$ cat config.mk
export PLATFORM = sky130hd
export DESIGN_NAME = fetch_stage
export DESIGN_NICKNAME = d
export VERILOG_FILES = /design/src/rtl/fetch_stage.sv
export SDC_FILE = /design/constraint.sdc
export NUM_CORES = 1
export LEC_CHECK = 0
export CORE_ASPECT_RATIO = 0.75
export CORE_MARGIN = 4
export CORE_UTILIZATION = 55
export CTS_BUF_LIST = sky130_fd_sc_hd__clkbuf_2
export DETAILED_ROUTE_END_ITERATION = 12
export PLACE_DENSITY = 0.87
export SYNTH_ARGS = -nofsm -noshare
export SYNTH_HDL_FRONTEND = slang
export SYNTH_SLANG_ARGS = --single-unit
$ cat constraint.sdc
create_clock -name clk -period 8.2 [get_ports clk]
set_input_delay 1.64 -clock clk [delete_from_list [all_inputs] [get_ports clk]]
set_output_delay 1.64 -clock clk [all_outputs]
set_load 0.02 [all_outputs]
$ cat src/rtl/fetch_stage.sv
// Instruction fetch: owns the PC, captures imem words into a 2-entry {pc, instr} queue; head visible one cycle after push.
// Backpressure: out_ready low lets the queue fill to 2, then the PC holds; redirect flushes, bad PCs halt with fault.
module fetch_stage #(
    parameter int                    ADDR_WIDTH  = 32,
    parameter int                    INSTR_WIDTH = 32,
    parameter logic [ADDR_WIDTH-1:0] RESET_PC    = '0,
    parameter int                    IMEM_BYTES  = 91
) (
    input  logic                   clk,
    input  logic                   rst,
    output logic [ADDR_WIDTH-1:0]  imem_addr,
    input  logic [INSTR_WIDTH-1:0] imem_data,
    input  logic                   redirect,
    input  logic [ADDR_WIDTH-1:0]  redirect_pc,
    output logic                   out_valid,
    input  logic                   out_ready,
    output logic [ADDR_WIDTH-1:0]  out_pc,
    output logic [INSTR_WIDTH-1:0] out_instr,
    output logic                   fault,
    output logic [ADDR_WIDTH-1:0]  fault_addr
);

    localparam logic [ADDR_WIDTH-1:0] LAST_PC = ADDR_WIDTH'(IMEM_BYTES - 4);
    localparam logic [ADDR_WIDTH-1:0] PC_STEP = ADDR_WIDTH'(4);

    typedef enum logic {
        ST_FETCH = 1'b0,
        ST_HALT  = 1'b1
    } state_t;

    state_t                 state_q, state_d;
    logic [ADDR_WIDTH-1:0]  pc_q, pc_d;
    logic [1:0]             count_q, count_d;
    logic [ADDR_WIDTH-1:0]  head_pc_q, head_pc_d;
    logic [INSTR_WIDTH-1:0] head_instr_q, head_instr_d;
    logic [ADDR_WIDTH-1:0]  tail_pc_q, tail_pc_d;
    logic [INSTR_WIDTH-1:0] tail_instr_q, tail_instr_d;
    logic                   fault_q, fault_d;
    logic [ADDR_WIDTH-1:0]  fault_addr_q, fault_addr_d;

    logic       pop;
    logic       push;
    logic       in_range;
    logic [1:0] remain;

    assign pop      = (count_q != 2'd0) && out_ready;
    assign in_range = (pc_q <= LAST_PC);

    always_comb begin
        state_d      = state_q;
        pc_d         = pc_q;
        count_d      = count_q;
        head_pc_d    = head_pc_q;
        head_instr_d = head_instr_q;
        tail_pc_d    = tail_pc_q;
        tail_instr_d = tail_instr_q;
        fault_d      = fault_q;
        fault_addr_d = fault_addr_q;
        push         = 1'b0;
        remain       = count_q - {1'b0, pop};

        if (redirect) begin
            // Flush; a same-cycle pop is handshaken but its entry is dropped.
            count_d = 2'd0;
            pc_d    = redirect_pc;
            if (redirect_pc[1:0] == 2'b00) begin
                state_d      = ST_FETCH;
                fault_d      = 1'b0;
                fault_addr_d = '0;
            end else begin
                state_d      = ST_HALT;
                fault_d      = 1'b1;
                fault_addr_d = redirect_pc;
            end
        end else begin
            if (state_q == ST_FETCH) begin
                if (!in_range) begin
                    state_d      = ST_HALT;
                    fault_d      = 1'b1;
                    fault_addr_d = pc_q;
                end else if (remain != 2'd2) begin
                    push = 1'b1;
                end
            end

            if (pop) begin
                head_pc_d    = tail_pc_q;
                head_instr_d = tail_instr_q;
            end

            // Write slot is the occupancy left after this cycle's pop.
            if (push) begin
                if (remain == 2'd0) begin
                    head_pc_d    = pc_q;
                    head_instr_d = imem_data;
                end else begin
                    tail_pc_d    = pc_q;
                    tail_instr_d = imem_data;
                end
                pc_d = pc_q + PC_STEP;
            end

            count_d = remain + {1'b0, push};
        end
    end

    always_ff @(posedge clk) begin
        if (rst) begin
            state_q      <= ST_FETCH;
            pc_q         <= RESET_PC;
            count_q      <= 2'd0;
            head_pc_q    <= '0;
            head_instr_q <= '0;
            tail_pc_q    <= '0;
            tail_instr_q <= '0;
            fault_q      <= 1'b0;
            fault_addr_q <= '0;
        end else begin
            state_q      <= state_d;
            pc_q         <= pc_d;
            count_q      <= count_d;
            head_pc_q    <= head_pc_d;
            head_instr_q <= head_instr_d;
            tail_pc_q    <= tail_pc_d;
            tail_instr_q <= tail_instr_d;
            fault_q      <= fault_d;
            fault_addr_q <= fault_addr_d;
        end
    end

    // Stale head contents after a flush are masked so the outputs read 0 when empty.
    assign imem_addr  = pc_q;
    assign out_valid  = (count_q != 2'd0);
    assign out_pc     = out_valid ? head_pc_q : '0;
    assign out_instr  = out_valid ? head_instr_q : '0;
    assign fault      = fault_q;
    assign fault_addr = fault_addr_q;

endmodule

; ---- Yosys cells after proc, flatten, opt, wreduce, memory -nomap -nowiden
; Index checks and enable logic that the tools add are counted.
[totals]
reg_bits = 196
latch_bits = 0
output_inout_bits = 130
mem_count = 0
mem_bits_ro = 0
inputBits = 68
ramBits = 0
[classes]
eq_ne = 3
n_reduce_logical = 8
n_div = 0
muxes = 25
order_cmp = 1
bitwise = 2
n_addsub = 3
multipliers = 0
n_shift = 0
[op_table]
columns = cell, count
row1 = two-way mux 32 bit, 14
row2 = adder 32 x 3 -> 32 bit (second input constant), 1
row3 = <= comparator 32 x 7 -> 1 bit (second input constant), 1
row4 = two-way mux 1 bit, 11
row5 = inequality test 2 bit (second input constant), 3
row6 = logical NOT 2 bit, 2
row7 = nonzero test 2 bit, 2
row8 = AND reduction 3 bit, 1
row9 = adder 2 x 1 -> 2 bit, 1
row10 = inverter 1 bit, 2
row11 = AND reduction 2 bit, 1
row12 = OR reduction 2 bit, 1
row13 = subtractor 2 x 1 -> 2 bit, 1
row14 = logical AND 1 bit, 1

; ---- Logic depth before layout (Yosys ltp)
[depth]
word_depth = 10
mapped_depth = 12

; ---- Worst setup path after synthesis
; Ideal clock, no wire load.
[synth_path]
kind = input -> register
start = in out_ready
end = reg head_pc_q[4]
setup_slack_ns = 3.969
required_time_ns = 8.078
stages = 12
n_path_buf = 4
arrival_time_ns = 4.109
setup_time_ns = 0.122
path_cell_list = o21ai_1 clkbuf_1 clkbuf_1 inv_1 ha_1 xnor2_1 nand3b_1 o41ai_2 buf_4 buf_6 nor2_1 a221o_1
[synth_via]
elab_chain_cells = 8
[synth_rtl]
columns = item, line_no
row1 = start: declaration, 16  ; input logic out_ready,
row2 = logical AND 1 bit (*), 46  ; assign pop = (count_q != 2'd0) && out_ready;
row3 = subtractor 2 x 1 -> 2 bit, 60  ; remain = count_q - {1'b0, pop};
row4 = inequality test 2 bit, 81  ; end else if (remain != 2'd2) begin
row5 = two-way mux 1 bit, 81
row6 = two-way mux 1 bit, 77  ; if (!in_range) begin
row7 = two-way mux 1 bit, 76  ; if (state_q == ST_FETCH) begin
row8 = two-way mux 1 bit, 62  ; if (redirect) begin
row9 = two-way mux 32 bit (*), 92  ; if (push) begin
row10 = end signal: assignment, 122  ; head_pc_q <= head_pc_d;
row11 = end: declaration, 34  ; logic [ADDR_WIDTH-1:0] head_pc_q, head_pc_d;
; Every way passes the cells marked *; elsewhere a longest branch is shown, timed or not. The select of a mux whose other input is x is not followed.
; A chain may end at the register's enable or synchronous reset.

; ---- Final worst setup path
[layout_path]
start = reg count_q[1]
end = out out_pc[26]
[layout_via]
elab_chain_cells = 2
[layout_rtl]
columns = item, line_no
row1 = start: declaration, 33  ; logic [1:0] count_q, count_d;
row2 = start signal: assignment, 121  ; count_q <= count_d;
row3 = nonzero test 2 bit, 133  ; assign out_valid = (count_q != 2'd0);
row4 = two-way mux 32 bit, 134  ; assign out_pc = out_valid ? head_pc_q : '0;
row5 = end: declaration, 17  ; output logic [ADDR_WIDTH-1:0] out_pc,
; No other way between the ends.

==> impl_metrics.py <==
metrics = {
    "logic_synthesis": {
        "yosysWarnings": 0,
        "synth_cell_types": 55,
        "ys_async_sr_fraction": 0,
        "synth_fp_nets": 907,
        "synth_area_sq_mm": 0.00826,
        "synth_area_per_cell_sq_um": 9.89,
        "synth_edf_count": 0,
        "synth-seq-cells": 196,
        "synth_top_flop_cell": "dfxtp_1",
        "synth_area_leaders": "dfxtp_1 (48%), mux2i_1 (8.0%), and2_1 (6.8%)",
        "yosys.area.top_type": "dfxtp_1",
        "yosysSeqAreaShare": 0.475,
        "postSynthCellCount": 835,
        "synthDominantCellAreaShare": 0.475,
    },
    "timing": {
        "rsz0062_at_grt": "false",
        "hold_viol_final": 0,
        "worst_pin_slew_ns": 1.02,
        "max-slew-margin-rel": 0.321,
        "hold_slack_ns": 0.489,
        "min_period_ns": 4.58,
        "report.final.slew_viol_count": 0,
        "finalSetupViolCount": 0,
        "setup-tns-final_ns": 0,
        "fin_crit_sh": 0.559,
        "fmax_ghz": 0.218,
        "skew_ns": 0.0378,
    },
    "place": {
        "post-dp-hpwl_um": 13900,
        "place_congestion": 0.771,
        "portBuffers": 197,
    },
    "setup_path": {
        "critical_path.startpoint": "count_q[1]$_SDFF_PP0_",
        "timing.rr.start": "imem_addr[23]$_SDFFE_PP0P_",
        "crit_fanout": 65,
        "required_ns": 6.56,
        "cp-end-kind": "primary output",
        "cp.arrival_ns": 2.94,
        "crit_type": "flip-flop to primary output",
        "crit_path_start_kind": "flip-flop",
    },
    "grt": {
        "grt_pass1_wl_um": 33900,
        "antenna_found_initial": 0,
        "grt_overflow_total": 0,
        "grt_max_degree": 81,
        "grt_pass1_vias": 6448,
        "grt.total_usage": 0.246,
    },
    "finish": {
        "fillCellCount": 1119,
        "multi_input_area_sq_mm": 0.00403,
        "finalNetCount": 1062,
        "seq_area_sq_mm": 0.00392,
        "fin_util": 0.721,
        "area_growth_pct": 27.5,
        "antenna_cells": 0,
        "drive_gt1_frac": 0.0658,
    },
    "clocking": {
        "cts_sinks": 196,
        "cts-root-buf": "clkbuf_2",
        "clock_latency_ns": 0.77,
        "ctsHoldBuffers": 0,
        "post_cts_resized": 0,
        "htreeDepth": 4,
        "cts_tree": "yes",
        "numCtsBuffers": 17,
        "clk_path_buf_depth": 2,
        "clkTransAtPathRegs_ns": 0.27,
        "postCtsSetupBuffers": 0,
    },
    "power_and_ir_drop": {
        "pwr_density_cell_mw_per_mm2": 161,
        "peakVddDrop_uv": 150,
        "internal-power_mw": 1.22,
        "clkPwrFrac": 0.285,
        "comb_power_share": 0.123,
        "seqPwrFrac": 0.593,
        "power_switching_share": 0.278,
        "power_leakage_nw": 3.84,
        "design_power_total_mw": 1.69,
        "p_switching_uw": 470,
    },
    "route": {
        "via_per_inst": 5.72,
        "ant_nets": 0,
        "drtPass1Iterations": 5,
        "first_iter_violations": 457,
        "routed_wl_um": 21400,
        "vias": 6886,
        "post_drt_wl_per_cell_um": 17.8,
        "drcViolationCount": 0,
    },
    "outcome": {
        "status": "finished clean",
    },
    "die": {
        "core_sq_mm": 0.0146,
        "dieHeight_um": 114,
        "num_rows": 38,
        "die_width_um": 149,
        "start_util": 0.566,
        "dieArea_sq_mm": 0.0171,
        "io_pins": 198,
    },
    "hold_path": {
        "hold_class": "flip-flop to flip-flop",
        "hold_start": "tail_pc_q[11]$_SDFFE_PP0P_",
    },
    "flow_run": {
        "drv_cap": 0,
    },
}
[critical path: stages (launching register included)]
cell,delay [ns]
dfxtp_1,0.46
or2_2,0.83
and2_1,0.27
clkdlybuf4s50_1,0.61
[final timing paths]
kind	end	slack [ns]	cells after the start
setup reg to reg	head_instr_q[27]$_SDFFE_PP0N_	4.66	6
setup / recovery	out_pc[26]	3.62	3
hold / removal	head_pc_q[11]$_SDFFE_PP0N_	0.49	1
hold reg to reg	head_pc_q[11]$_SDFFE_PP0N_	0.49	1
[placed cells by master, fill, tap and decap left out, types with 5 or more instances in the layout]
cell / count
a211oi_1: 7
buf_4: 13
mux2i_1: 66
inv_6: 7
a22o_1: 25
nand2_1: 10
nor3b_1: 41
nor4_4: 6
and2_1: 90
o2bb2ai_1: 18
nor4_1: 5
inv_1: 9
a221o_1: 51
a2111oi_0: 7
nor2_1: 118
clkbuf_2: 19
a22oi_1: 17
a21oi_1: 40
dfxtp_1: 196
clkdlybuf4s50_1: 195
[per-layer routing]
layer / vias up / part of all wire / GRT usage / wire (um)
li1: 3333 / - / - / -
met1: 3274 / 0.47 / 0.352 / 10100
met2: 246 / 0.44 / 0.364 / 9370
met3: 33 / 0.072 / 0.0633 / 1530
met4: 0 / 0.018 / 0.0817 / 389
met5: - / 0 / 0 / 0
[area by class of cell]
type	count	area share
Timing Repair Buffer	208	0.195
Sequential cell	196	0.373
Clock inverter	13	0.0137
Tap cell	200	0.0238
Clock buffer	19	0.00903
Inverter	9	0.00321
Multi-Input combinational cell	558	0.383
[registers in the layout, summed over array words and instances (netlist names)]
| signal | flops |
|---|---|
| count_q | 2 |
| imem_addr | 32 |
| head_pc_q | 32 |
| tail_instr_q | 32 |
| head_instr_q | 32 |
| fault_addr | 32 |
| tail_pc_q | 32 |
| state_q | 1 |
| fault | 1 |
[power by group through the flow]
stage	Clock [mW]	Sequential [mW]	Combinational, mW
global route	0.536	1.01	0.221
floorplan	0	1.04	0.0839
CTS	0.492	1.00	0.208
detailed placement	0	1.02	0.207
global placement	0	1.02	0.205
finish	0.482	1.00	0.208
[cell families after synthesis]
group | Yosys count | synth area share
flip-flops | 196 | 0.475
AND/OR/NAND/NOR | 300 | 0.209
adder cells (fa/ha/maj) | 4 | 0.00606
XOR/XNOR | 3 | 0.00318
buffers and inverters | 81 | 0.0421
AO/OA/AOI/OAI | 183 | 0.182
multiplexers | 68 | 0.0827
[through the flow]
step                setup slack (ns)  cell area, sq um  std cells
finish                          3.62             10500       1203
global route                    3.39             10500       1203
CTS                             3.56             10500       1203
detailed placement              3.66             10300       1171
global placement                3.74             10300       1171
floorplan                       3.97              8260        835
[cells in the mapped netlist (2+ instances only)]
cell         n
nor3b_1     41
a22o_1      25
or3_1        2
ha_1         4
nor3_1       4
clkbuf_1    50
nand3_1      4
buf_2       14
nor2b_1      3
dfxtp_1    196
a22oi_1     17
inv_1        9
o2bb2ai_1   18
a211oi_1     7
buf_6        2
o21a_1       2
buf_4        3
mux2_2       2
xor2_1       2
nand2_1     10
a2111oi_0    7
nor4_4       5
a31oi_1      2
and2_1      90
buf_1        3
a221o_1     51
a21oi_1     40
a221oi_1     3
or2_2        3
nor4b_1      3
mux2i_1     66
nand2b_1     2
nor4_1       5
nand4_1      2
nor2_1     118
No activity file was read; power rests on OpenSTA's default activity.
